--- src/rtl/multi_alarm_if.sv ---
// Field-select codes plus the shared edit/control/status bundle of multi_alarm.
// The clock time inputs travel in the same bundle as the alarm controls.
`ifndef SELECT_SEC
`define SELECT_SEC  2'd0
`endif
`ifndef SELECT_MIN
`define SELECT_MIN  2'd1
`endif
`ifndef SELECT_HOUR
`define SELECT_HOUR 2'd2
`endif

interface multi_alarm_if #(
  parameter int NUM_ALARMS = 4,
  parameter int IDX_W      = $clog2(NUM_ALARMS)
);
  logic [5:0]            sec_in;
  logic [5:0]            min_in;
  logic [4:0]            hour_in;
  logic [IDX_W-1:0]      alarm_sel;
  logic [1:0]            select;
  logic                  increment;
  logic                  decrement;
  logic                  arm_toggle;
  logic                  snooze;
  logic                  dismiss;
  logic [5:0]            sec_out;
  logic [5:0]            min_out;
  logic [4:0]            hour_out;
  logic [NUM_ALARMS-1:0] armed;
  logic [NUM_ALARMS-1:0] ringing;
  logic [NUM_ALARMS-1:0] snoozed;
  logic                  out;

  modport master (
    output sec_in, min_in, hour_in, alarm_sel, select,
           increment, decrement, arm_toggle, snooze, dismiss,
    input  sec_out, min_out, hour_out, armed, ringing, snoozed, out
  );

  modport slave (
    input  sec_in, min_in, hour_in, alarm_sel, select,
           increment, decrement, arm_toggle, snooze, dismiss,
    output sec_out, min_out, hour_out, armed, ringing, snoozed, out
  );
endinterface

--- src/rtl/multi_alarm.sv ---
// Multi-channel alarm: per-channel arm/ring/snooze/timeout FSM driven by the running
// clock time, with one shared edit port for the alarm times.
module multi_alarm #(
  parameter int NUM_ALARMS       = 4,
  parameter int SNOOZE_MIN       = 5,
  parameter int MAX_SNOOZE       = 3,
  parameter int RING_TIMEOUT_SEC = 300,
  parameter int IDX_W            = $clog2(NUM_ALARMS)
) (
  input logic          clk,
  input logic          reset,
  multi_alarm_if.slave bus
);
  localparam int SNZ_W = $clog2(MAX_SNOOZE + 1);
  localparam int TO_W  = $clog2(RING_TIMEOUT_SEC + 1);

  typedef enum logic [1:0] {DISARMED, ARMED, RINGING, SNOOZED} state_t;

  state_t           state_q [NUM_ALARMS];
  state_t           state_d [NUM_ALARMS];
  logic [5:0]       alarm_sec  [NUM_ALARMS];
  logic [5:0]       alarm_min  [NUM_ALARMS];
  logic [4:0]       alarm_hour [NUM_ALARMS];
  logic [5:0]       tgt_sec  [NUM_ALARMS];
  logic [5:0]       tgt_min  [NUM_ALARMS];
  logic [4:0]       tgt_hour [NUM_ALARMS];
  logic [SNZ_W-1:0] snz_cnt [NUM_ALARMS];
  logic [TO_W-1:0]  to_cnt  [NUM_ALARMS];
  logic [NUM_ALARMS-1:0] match_latched;

  logic       inc_q, dec_q, arm_q, snz_q, dis_q;
  logic [5:0] sec_prev;
  logic       inc_edge, dec_edge, arm_edge, snz_edge, dis_edge;
  logic       edit_up, edit_dn, tick, sel_valid;
  logic [IDX_W-1:0] sel;
  logic [6:0] snz_min_sum;
  logic [5:0] snz_min;
  logic [4:0] snz_hour;
  logic [NUM_ALARMS-1:0] alarm_match, target_match, arm_hit, timed_out, snz_allowed;
  logic [NUM_ALARMS-1:0] armed_v, ringing_v, snoozed_v;

  // One history register per level input; sec_prev gives the one-cycle second tick.
  always_ff @(posedge clk or negedge reset) begin
    if (!reset) begin
      inc_q    <= 1'b0;
      dec_q    <= 1'b0;
      arm_q    <= 1'b0;
      snz_q    <= 1'b0;
      dis_q    <= 1'b0;
      sec_prev <= '0;
    end else begin
      inc_q    <= bus.increment;
      dec_q    <= bus.decrement;
      arm_q    <= bus.arm_toggle;
      snz_q    <= bus.snooze;
      dis_q    <= bus.dismiss;
      sec_prev <= bus.sec_in;
    end
  end

  assign inc_edge  = bus.increment  & ~inc_q;
  assign dec_edge  = bus.decrement  & ~dec_q;
  assign arm_edge  = bus.arm_toggle & ~arm_q;
  assign snz_edge  = bus.snooze     & ~snz_q;
  assign dis_edge  = bus.dismiss    & ~dis_q;
  assign edit_up   = inc_edge & ~dec_edge;
  assign edit_dn   = dec_edge & ~inc_edge;
  assign tick      = bus.sec_in != sec_prev;
  assign sel       = bus.alarm_sel;
  assign sel_valid = int'(sel) < NUM_ALARMS;

  // Snooze target is shared by all channels: now + SNOOZE_MIN minutes, seconds kept.
  always_comb begin
    snz_min_sum = {1'b0, bus.min_in} + 7'(SNOOZE_MIN);
    snz_min     = snz_min_sum[5:0];
    snz_hour    = bus.hour_in;
    if (snz_min_sum >= 7'd60) begin
      snz_min  = 6'(snz_min_sum - 7'd60);
      snz_hour = (bus.hour_in == 5'd23) ? 5'd0 : bus.hour_in + 5'd1;
    end
  end

  always_comb begin
    alarm_match  = '0;
    target_match = '0;
    arm_hit      = '0;
    timed_out    = '0;
    snz_allowed  = '0;
    for (int ch = 0; ch < NUM_ALARMS; ch++) begin
      alarm_match[ch]  = {bus.hour_in, bus.min_in, bus.sec_in} ==
                         {alarm_hour[ch], alarm_min[ch], alarm_sec[ch]};
      target_match[ch] = {bus.hour_in, bus.min_in, bus.sec_in} ==
                         {tgt_hour[ch], tgt_min[ch], tgt_sec[ch]};
      arm_hit[ch]      = arm_edge & sel_valid & (int'(sel) == ch);
      timed_out[ch]    = int'(to_cnt[ch]) >= RING_TIMEOUT_SEC;
      snz_allowed[ch]  = int'(snz_cnt[ch]) < MAX_SNOOZE;
    end
  end

  always_ff @(posedge clk or negedge reset) begin
    if (!reset) begin
      for (int ch = 0; ch < NUM_ALARMS; ch++) state_q[ch] <= DISARMED;
    end else begin
      state_q <= state_d;
    end
  end

  // Priority: arm_toggle > dismiss > snooze > timeout > match.
  always_comb begin
    for (int ch = 0; ch < NUM_ALARMS; ch++) begin
      state_d[ch] = state_q[ch];
      if (arm_hit[ch]) begin
        state_d[ch] = (state_q[ch] == DISARMED) ? ARMED : DISARMED;
      end else begin
        case (state_q[ch])
          ARMED: begin
            if (alarm_match[ch] && !match_latched[ch]) state_d[ch] = RINGING;
          end
          RINGING: begin
            if (dis_edge)           state_d[ch] = ARMED;
            else if (snz_edge)      state_d[ch] = snz_allowed[ch] ? SNOOZED : ARMED;
            else if (timed_out[ch]) state_d[ch] = ARMED;
          end
          SNOOZED: begin
            if (dis_edge)              state_d[ch] = ARMED;
            else if (target_match[ch]) state_d[ch] = RINGING;
          end
          default: ;
        endcase
      end
    end
  end

  // match_latched blocks an immediate re-ring while the clock still sits on the alarm time.
  always_ff @(posedge clk or negedge reset) begin
    if (!reset) begin
      for (int ch = 0; ch < NUM_ALARMS; ch++) begin
        alarm_sec[ch]  <= '0;
        alarm_min[ch]  <= '0;
        alarm_hour[ch] <= '0;
        tgt_sec[ch]    <= '0;
        tgt_min[ch]    <= '0;
        tgt_hour[ch]   <= '0;
        snz_cnt[ch]    <= '0;
        to_cnt[ch]     <= '0;
      end
      match_latched <= '0;
    end else begin
      for (int ch = 0; ch < NUM_ALARMS; ch++) begin
        if (sel_valid && int'(sel) == ch && (edit_up || edit_dn)) begin
          case (bus.select)
            `SELECT_SEC:
              if (edit_up) alarm_sec[ch] <= (alarm_sec[ch] == 6'd59) ? 6'd0 : alarm_sec[ch] + 6'd1;
              else         alarm_sec[ch] <= (alarm_sec[ch] == 6'd0) ? 6'd59 : alarm_sec[ch] - 6'd1;
            `SELECT_MIN:
              if (edit_up) alarm_min[ch] <= (alarm_min[ch] == 6'd59) ? 6'd0 : alarm_min[ch] + 6'd1;
              else         alarm_min[ch] <= (alarm_min[ch] == 6'd0) ? 6'd59 : alarm_min[ch] - 6'd1;
            `SELECT_HOUR:
              if (edit_up) alarm_hour[ch] <= (alarm_hour[ch] == 5'd23) ? 5'd0 : alarm_hour[ch] + 5'd1;
              else         alarm_hour[ch] <= (alarm_hour[ch] == 5'd0) ? 5'd23 : alarm_hour[ch] - 5'd1;
            default: ;
          endcase
        end

        if (state_q[ch] == ARMED && state_d[ch] == RINGING) begin
          snz_cnt[ch] <= '0;
          to_cnt[ch]  <= '0;
        end else if (state_q[ch] == SNOOZED && state_d[ch] == RINGING) begin
          to_cnt[ch] <= '0;
        end else if (state_q[ch] == RINGING && state_d[ch] == RINGING && tick && !timed_out[ch]) begin
          to_cnt[ch] <= to_cnt[ch] + TO_W'(1);
        end

        if (state_q[ch] == RINGING && state_d[ch] == SNOOZED) begin
          tgt_sec[ch]  <= bus.sec_in;
          tgt_min[ch]  <= snz_min;
          tgt_hour[ch] <= snz_hour;
          snz_cnt[ch]  <= snz_cnt[ch] + SNZ_W'(1);
        end

        if (!alarm_match[ch])
          match_latched[ch] <= 1'b0;
        else if (state_q[ch] == ARMED && state_d[ch] == RINGING)
          match_latched[ch] <= 1'b1;
      end
    end
  end

  always_comb begin
    armed_v   = '0;
    ringing_v = '0;
    snoozed_v = '0;
    for (int ch = 0; ch < NUM_ALARMS; ch++) begin
      armed_v[ch]   = state_q[ch] != DISARMED;
      ringing_v[ch] = state_q[ch] == RINGING;
      snoozed_v[ch] = state_q[ch] == SNOOZED;
    end
  end

  assign bus.armed    = armed_v;
  assign bus.ringing  = ringing_v;
  assign bus.snoozed  = snoozed_v;
  assign bus.out      = |ringing_v;
  assign bus.sec_out  = sel_valid ? alarm_sec[sel]  : 6'd0;
  assign bus.min_out  = sel_valid ? alarm_min[sel]  : 6'd0;
  assign bus.hour_out = sel_valid ? alarm_hour[sel] : 5'd0;
endmodule

--- src/flat_wrapper.sv ---
// flat-port wrapper written by rule: the top's interface ports become plain ports
module multi_alarm_flat 
#(
  parameter int NUM_ALARMS       = 4,
  parameter int SNOOZE_MIN       = 5,
  parameter int MAX_SNOOZE       = 3,
  parameter int RING_TIMEOUT_SEC = 300,
  parameter int IDX_W            = $clog2(NUM_ALARMS)
)
  (clk, reset, bus_sec_in, bus_min_in, bus_hour_in, bus_alarm_sel, bus_select, bus_increment, bus_decrement, bus_arm_toggle, bus_snooze, bus_dismiss, bus_sec_out, bus_min_out, bus_hour_out, bus_armed, bus_ringing, bus_snoozed, bus_out);
  multi_alarm_if #(.NUM_ALARMS(NUM_ALARMS), .IDX_W(IDX_W)) bus_i ();
  input logic clk;
  input logic reset;
  input wire logic [$bits(bus_i.sec_in)-1:0] bus_sec_in;
  input wire logic [$bits(bus_i.min_in)-1:0] bus_min_in;
  input wire logic [$bits(bus_i.hour_in)-1:0] bus_hour_in;
  input wire logic [$bits(bus_i.alarm_sel)-1:0] bus_alarm_sel;
  input wire logic [$bits(bus_i.select)-1:0] bus_select;
  input wire logic [$bits(bus_i.increment)-1:0] bus_increment;
  input wire logic [$bits(bus_i.decrement)-1:0] bus_decrement;
  input wire logic [$bits(bus_i.arm_toggle)-1:0] bus_arm_toggle;
  input wire logic [$bits(bus_i.snooze)-1:0] bus_snooze;
  input wire logic [$bits(bus_i.dismiss)-1:0] bus_dismiss;
  output wire logic [$bits(bus_i.sec_out)-1:0] bus_sec_out;
  output wire logic [$bits(bus_i.min_out)-1:0] bus_min_out;
  output wire logic [$bits(bus_i.hour_out)-1:0] bus_hour_out;
  output wire logic [$bits(bus_i.armed)-1:0] bus_armed;
  output wire logic [$bits(bus_i.ringing)-1:0] bus_ringing;
  output wire logic [$bits(bus_i.snoozed)-1:0] bus_snoozed;
  output wire logic [$bits(bus_i.out)-1:0] bus_out;
  assign bus_i.sec_in = bus_sec_in;
  assign bus_i.min_in = bus_min_in;
  assign bus_i.hour_in = bus_hour_in;
  assign bus_i.alarm_sel = bus_alarm_sel;
  assign bus_i.select = bus_select;
  assign bus_i.increment = bus_increment;
  assign bus_i.decrement = bus_decrement;
  assign bus_i.arm_toggle = bus_arm_toggle;
  assign bus_i.snooze = bus_snooze;
  assign bus_i.dismiss = bus_dismiss;
  assign bus_sec_out = bus_i.sec_out;
  assign bus_min_out = bus_i.min_out;
  assign bus_hour_out = bus_i.hour_out;
  assign bus_armed = bus_i.armed;
  assign bus_ringing = bus_i.ringing;
  assign bus_snoozed = bus_i.snoozed;
  assign bus_out = bus_i.out;
  multi_alarm #(.NUM_ALARMS(NUM_ALARMS), .SNOOZE_MIN(SNOOZE_MIN), .MAX_SNOOZE(MAX_SNOOZE), .RING_TIMEOUT_SEC(RING_TIMEOUT_SEC), .IDX_W(IDX_W)) u_core (.clk(clk), .reset(reset), .bus(bus_i));
endmodule
--- config.mk ---
export PLATFORM = sky130hd
export DESIGN_NAME = multi_alarm_flat
export DESIGN_NICKNAME = d
export VERILOG_FILES = /design/src/rtl/multi_alarm_if.sv /design/src/rtl/multi_alarm.sv /design/src/flat_wrapper.sv
export SDC_FILE = /design/constraint.sdc
export NUM_CORES = 1
export LEC_CHECK = 0
export CORE_MARGIN = 2
export CORE_UTILIZATION = 61
export CTS_BUF_LIST = sky130_fd_sc_hd__clkbuf_8
export DETAILED_ROUTE_END_ITERATION = 12
export PLACE_DENSITY = 0.77
export SLEW_MARGIN = 0
export SYNTH_ARGS = -nofsm -noshare
export SYNTH_HDL_FRONTEND = slang
export SYNTH_SLANG_ARGS = --single-unit
--- constraint.sdc ---
create_clock -name clk -period 6.2 [get_ports clk]
set_input_delay 0.62 -clock clk [delete_from_list [all_inputs] [get_ports clk]]
set_output_delay 0.62 -clock clk [all_outputs]
set_load 0.05 [all_outputs]
==> flow_metrics.py <==
metrics = {
    "yosys": {
        "synth_cells": 1620,
        "syn-num-nets": 1697,
        "synth_edf_count": 0,
        "async_reset_ff_share_pct": 100,
        "avgSynthCellArea_um2": 8.96,
        "ys_types": 91,
        "synth-seq-area-share_pct": 35.0,
        "ys_warn_count": 0,
        "synth-seq-cells": 203,
        "ys.flop_type": "dfrtp_1",
        "netlist_area_mm2": 0.0145,
    },
    "setup_path": {
        "crit_start": "bus_min_in[5]",
        "required_ps": 6610,
        "worst_setup_path_start_kind": "input pin",
        "cp_max_fo": 19,
        "cp.arrival_ps": 4190,
        "reg2reg_from": "u_core.alarm_sec[18]",
        "crit_type": "input pin to register",
        "worst_setup_path_end_kind": "register",
    },
    "cts": {
        "cts_max_level": 2,
        "clock-sinks": 203,
        "clock-root-buffer": "clkbuf_8",
        "cts_tree": "done",
        "post-cts-setup-buffers": 0,
        "clk_pin_slew_ps": 60,
        "cts_buffer_depth": 3,
        "ctsHoldBuffers": 0,
        "clock_latency_ps": 540,
        "cts_made_buffers": 38,
        "cts_resized": 0,
    },
    "floorplan": {
        "dieWidth_um": 158,
        "initial_core_util_pct": 62.1,
        "io_pins": 58,
        "die-area_mm2": 0.0251,
        "die_h_um": 158,
        "num_rows": 56,
        "core_area_mm2": 0.0234,
    },
    "timing": {
        "setup_violations": 0,
        "finalMaxSlewViolations": 0,
        "fmax_ghz": 0.265,
        "period_needed_ps": 3770,
        "clock_skew_ps": 20.7,
        "finalSetupTns_ps": 0,
        "rsz0062_at_grt": "false",
        "hold_viol_final": 0,
        "slew_headroom_pct": 22.0,
        "worstMarginPinSlew_ps": 1170,
        "post-route-period-util_pct": 60.8,
    },
    "power": {
        "ir_drop_uv": 231,
        "leakage_nw": 6.68,
        "cellPowerDensity_mw_per_mm2": 301,
    },
    "place": {
        "hpwl_um": 26800,
        "numPortBuffers": 57,
        "dpl-instance-area_mm2": 0.0150,
        "gp_congestion": 0.929,
    },
    "min_path": {
        "worstHoldPathType": "input pin to async pin",
    },
    "layout": {
        "layout_commonest_cell": "dfrtp_1",
        "drive_gt1_share_pct": 10.8,
        "fin_util_pct": 66.9,
        "fin_nets": 1673,
        "fillerInstances": 1939,
        "fin_area_mm2": 0.0157,
        "mostFrequentLayoutCells": "dfrtp_1, nand2_1, nor2_1, xnor2_1, o21ai_0",
        "syn2layout_area_growth_pct": 7.87,
    },
    "global_route": {
        "grt.total_usage_pct": 30.9,
        "antenna_found_initial": 0,
        "overflow": 0,
        "grt_pass1_vias": 11600,
        "grt_max_degree": 116,
        "grt_pass1_wl_um": 61000,
    },
    "route": {
        "vias_per_cell": 6.41,
        "drc_errors": 0,
        "wire_per_inst_um": 19.7,
        "drt_iter0_drc": 1315,
        "drtAntennaViolNets": 0,
        "firstDrtPassIters": 6,
        "drt-total-wl_um": 38300,
        "vias": 12400,
    },
    "status": {
        "status": "complete, no violations",
    },
    "flow_run": {
        "maxCapViolCount": 0,
    },
}
critical path, stage by stage:
cell	delay, ps
clkdlybuf4s50_1	960
xor2_1	200
nor4_1	630
nand2_1	200
nor2_1	230
a21o_1	200
or2_1	700
mux2_2	420
Yosys cell counts (10+ instances only):
master    count  area, um2
xor2_1       73        639
nor3b_1      11       82.6
dfrtp_1     203       5080
mux2i_1      24        240
nand2_1     117        439
inv_1        67        251
nor2b_1      17        106
o21a_1       11       82.6
o221ai_1     10       87.6
nor3_1       56        280
nand4_1      36        225
ha_1         49        613
or2_2        11       68.8
nor4_1       23        144
nand3_1      75        375
mux2_2       62        698
mux4_2       17        383
xnor2_1      93        815
nor2_1      111        417
o22ai_1      10       62.6
a221o_1      15        150
and3_1       13       81.3
o21ai_0      88        440
a31oi_1      35        219
buf_2        24        120
buf_1        10       37.5
a21oi_1      75        375
clkbuf_1     77        289
or3_1        13       81.3
nand2b_1     14       87.6
o31ai_1      15        113
per-stage QoR:
step	cells	power, mW	setup slack, ps	hold WS [ps]
6_report	1940	4.71	2430	222
4_1_cts	1939	4.71	2540	266
5_1_grt	1939	4.98	2360	307
3_3_place_gp	1875	3.42	2110	473
3_5_place_dp	1875	3.46	2010	485
2_1_floorplan	1620	3.02	3160	324
per-layer routing:
metal / global-route usage [%] / part of all wire, % / up-vias
met5: 0 / 0 / -
met4: 13.9 / 4.3 / 0
met3: 5.01 / 6.9 / 108
met2: 50.9 / 48 / 500
met1: 40.2 / 41 / 6034
li1: - / - / 5790
where the power goes:
part	internal [mW]	total (mW)	switching, mW
clock	0.652	1.24	0.589
combinational	0.653	1.53	0.876
sequential	1.47	1.94	0.470
final timing paths:
| kind | cells past startpoint | slack (ps) | end |
|---|---|---|---|
| worst max-delay path | 8 | 2430 | u_core.tgt_sec[20] |
| worst min-delay path | 1 | 220 | u_core.to_cnt[9] |
| worst max register to register | 7 | 2950 | u_core.tgt_sec[20] |
| worst min register to register | 1 | 500 | u_core.snz_cnt[2] |
| max in group asynchronous | 2 | 4610 | u_core.tgt_hour[19] |
| min in group clk | 1 | 500 | u_core.snz_cnt[2] |
registers in the layout (all words and copies together) (netlist names):
register,count
u_core.inc_q,1
u_core.snz_cnt,8
u_core.alarm_sec,24
u_core.alarm_min,24
u_core.tgt_hour,20
u_core.tgt_sec,24
u_core.dis_q,1
u_core.sec_prev,6
u_core.match_latched,4
u_core.to_cnt,36
u_core.dec_q,1
u_core.arm_q,1
u_core.state_q,8
u_core.snz_q,1
u_core.alarm_hour,20
u_core.tgt_min,24
cell type report:
cell class	instances	area [um2]	area share [%]
Clock buffer	41	564	3.60
Timing Repair Buffer	63	614	3.92
Inverter	68	255	1.63
Antenna cell	1	2.50	0.0160
Sequential cell	203	5080	32.4
Multi-Input combinational cell	1222	8610	55.0
Tap cell	319	399	2.55
Clock inverter	23	136	0.871
cells by family after synthesis:
logic type / after synthesis / share of synthesized area (%)
and+or+nand+nor: 542 / 19.0
DFF: 203 / 35.0
muxes: 108 / 9.49
adders and majority gates: 50 / 4.29
buffers and inverters: 195 / 5.82
AOI/OAI and AO/OA: 355 / 16.3
xor gates and xnor gates: 167 / 10.1
Power figures use the tool's default switching activity.
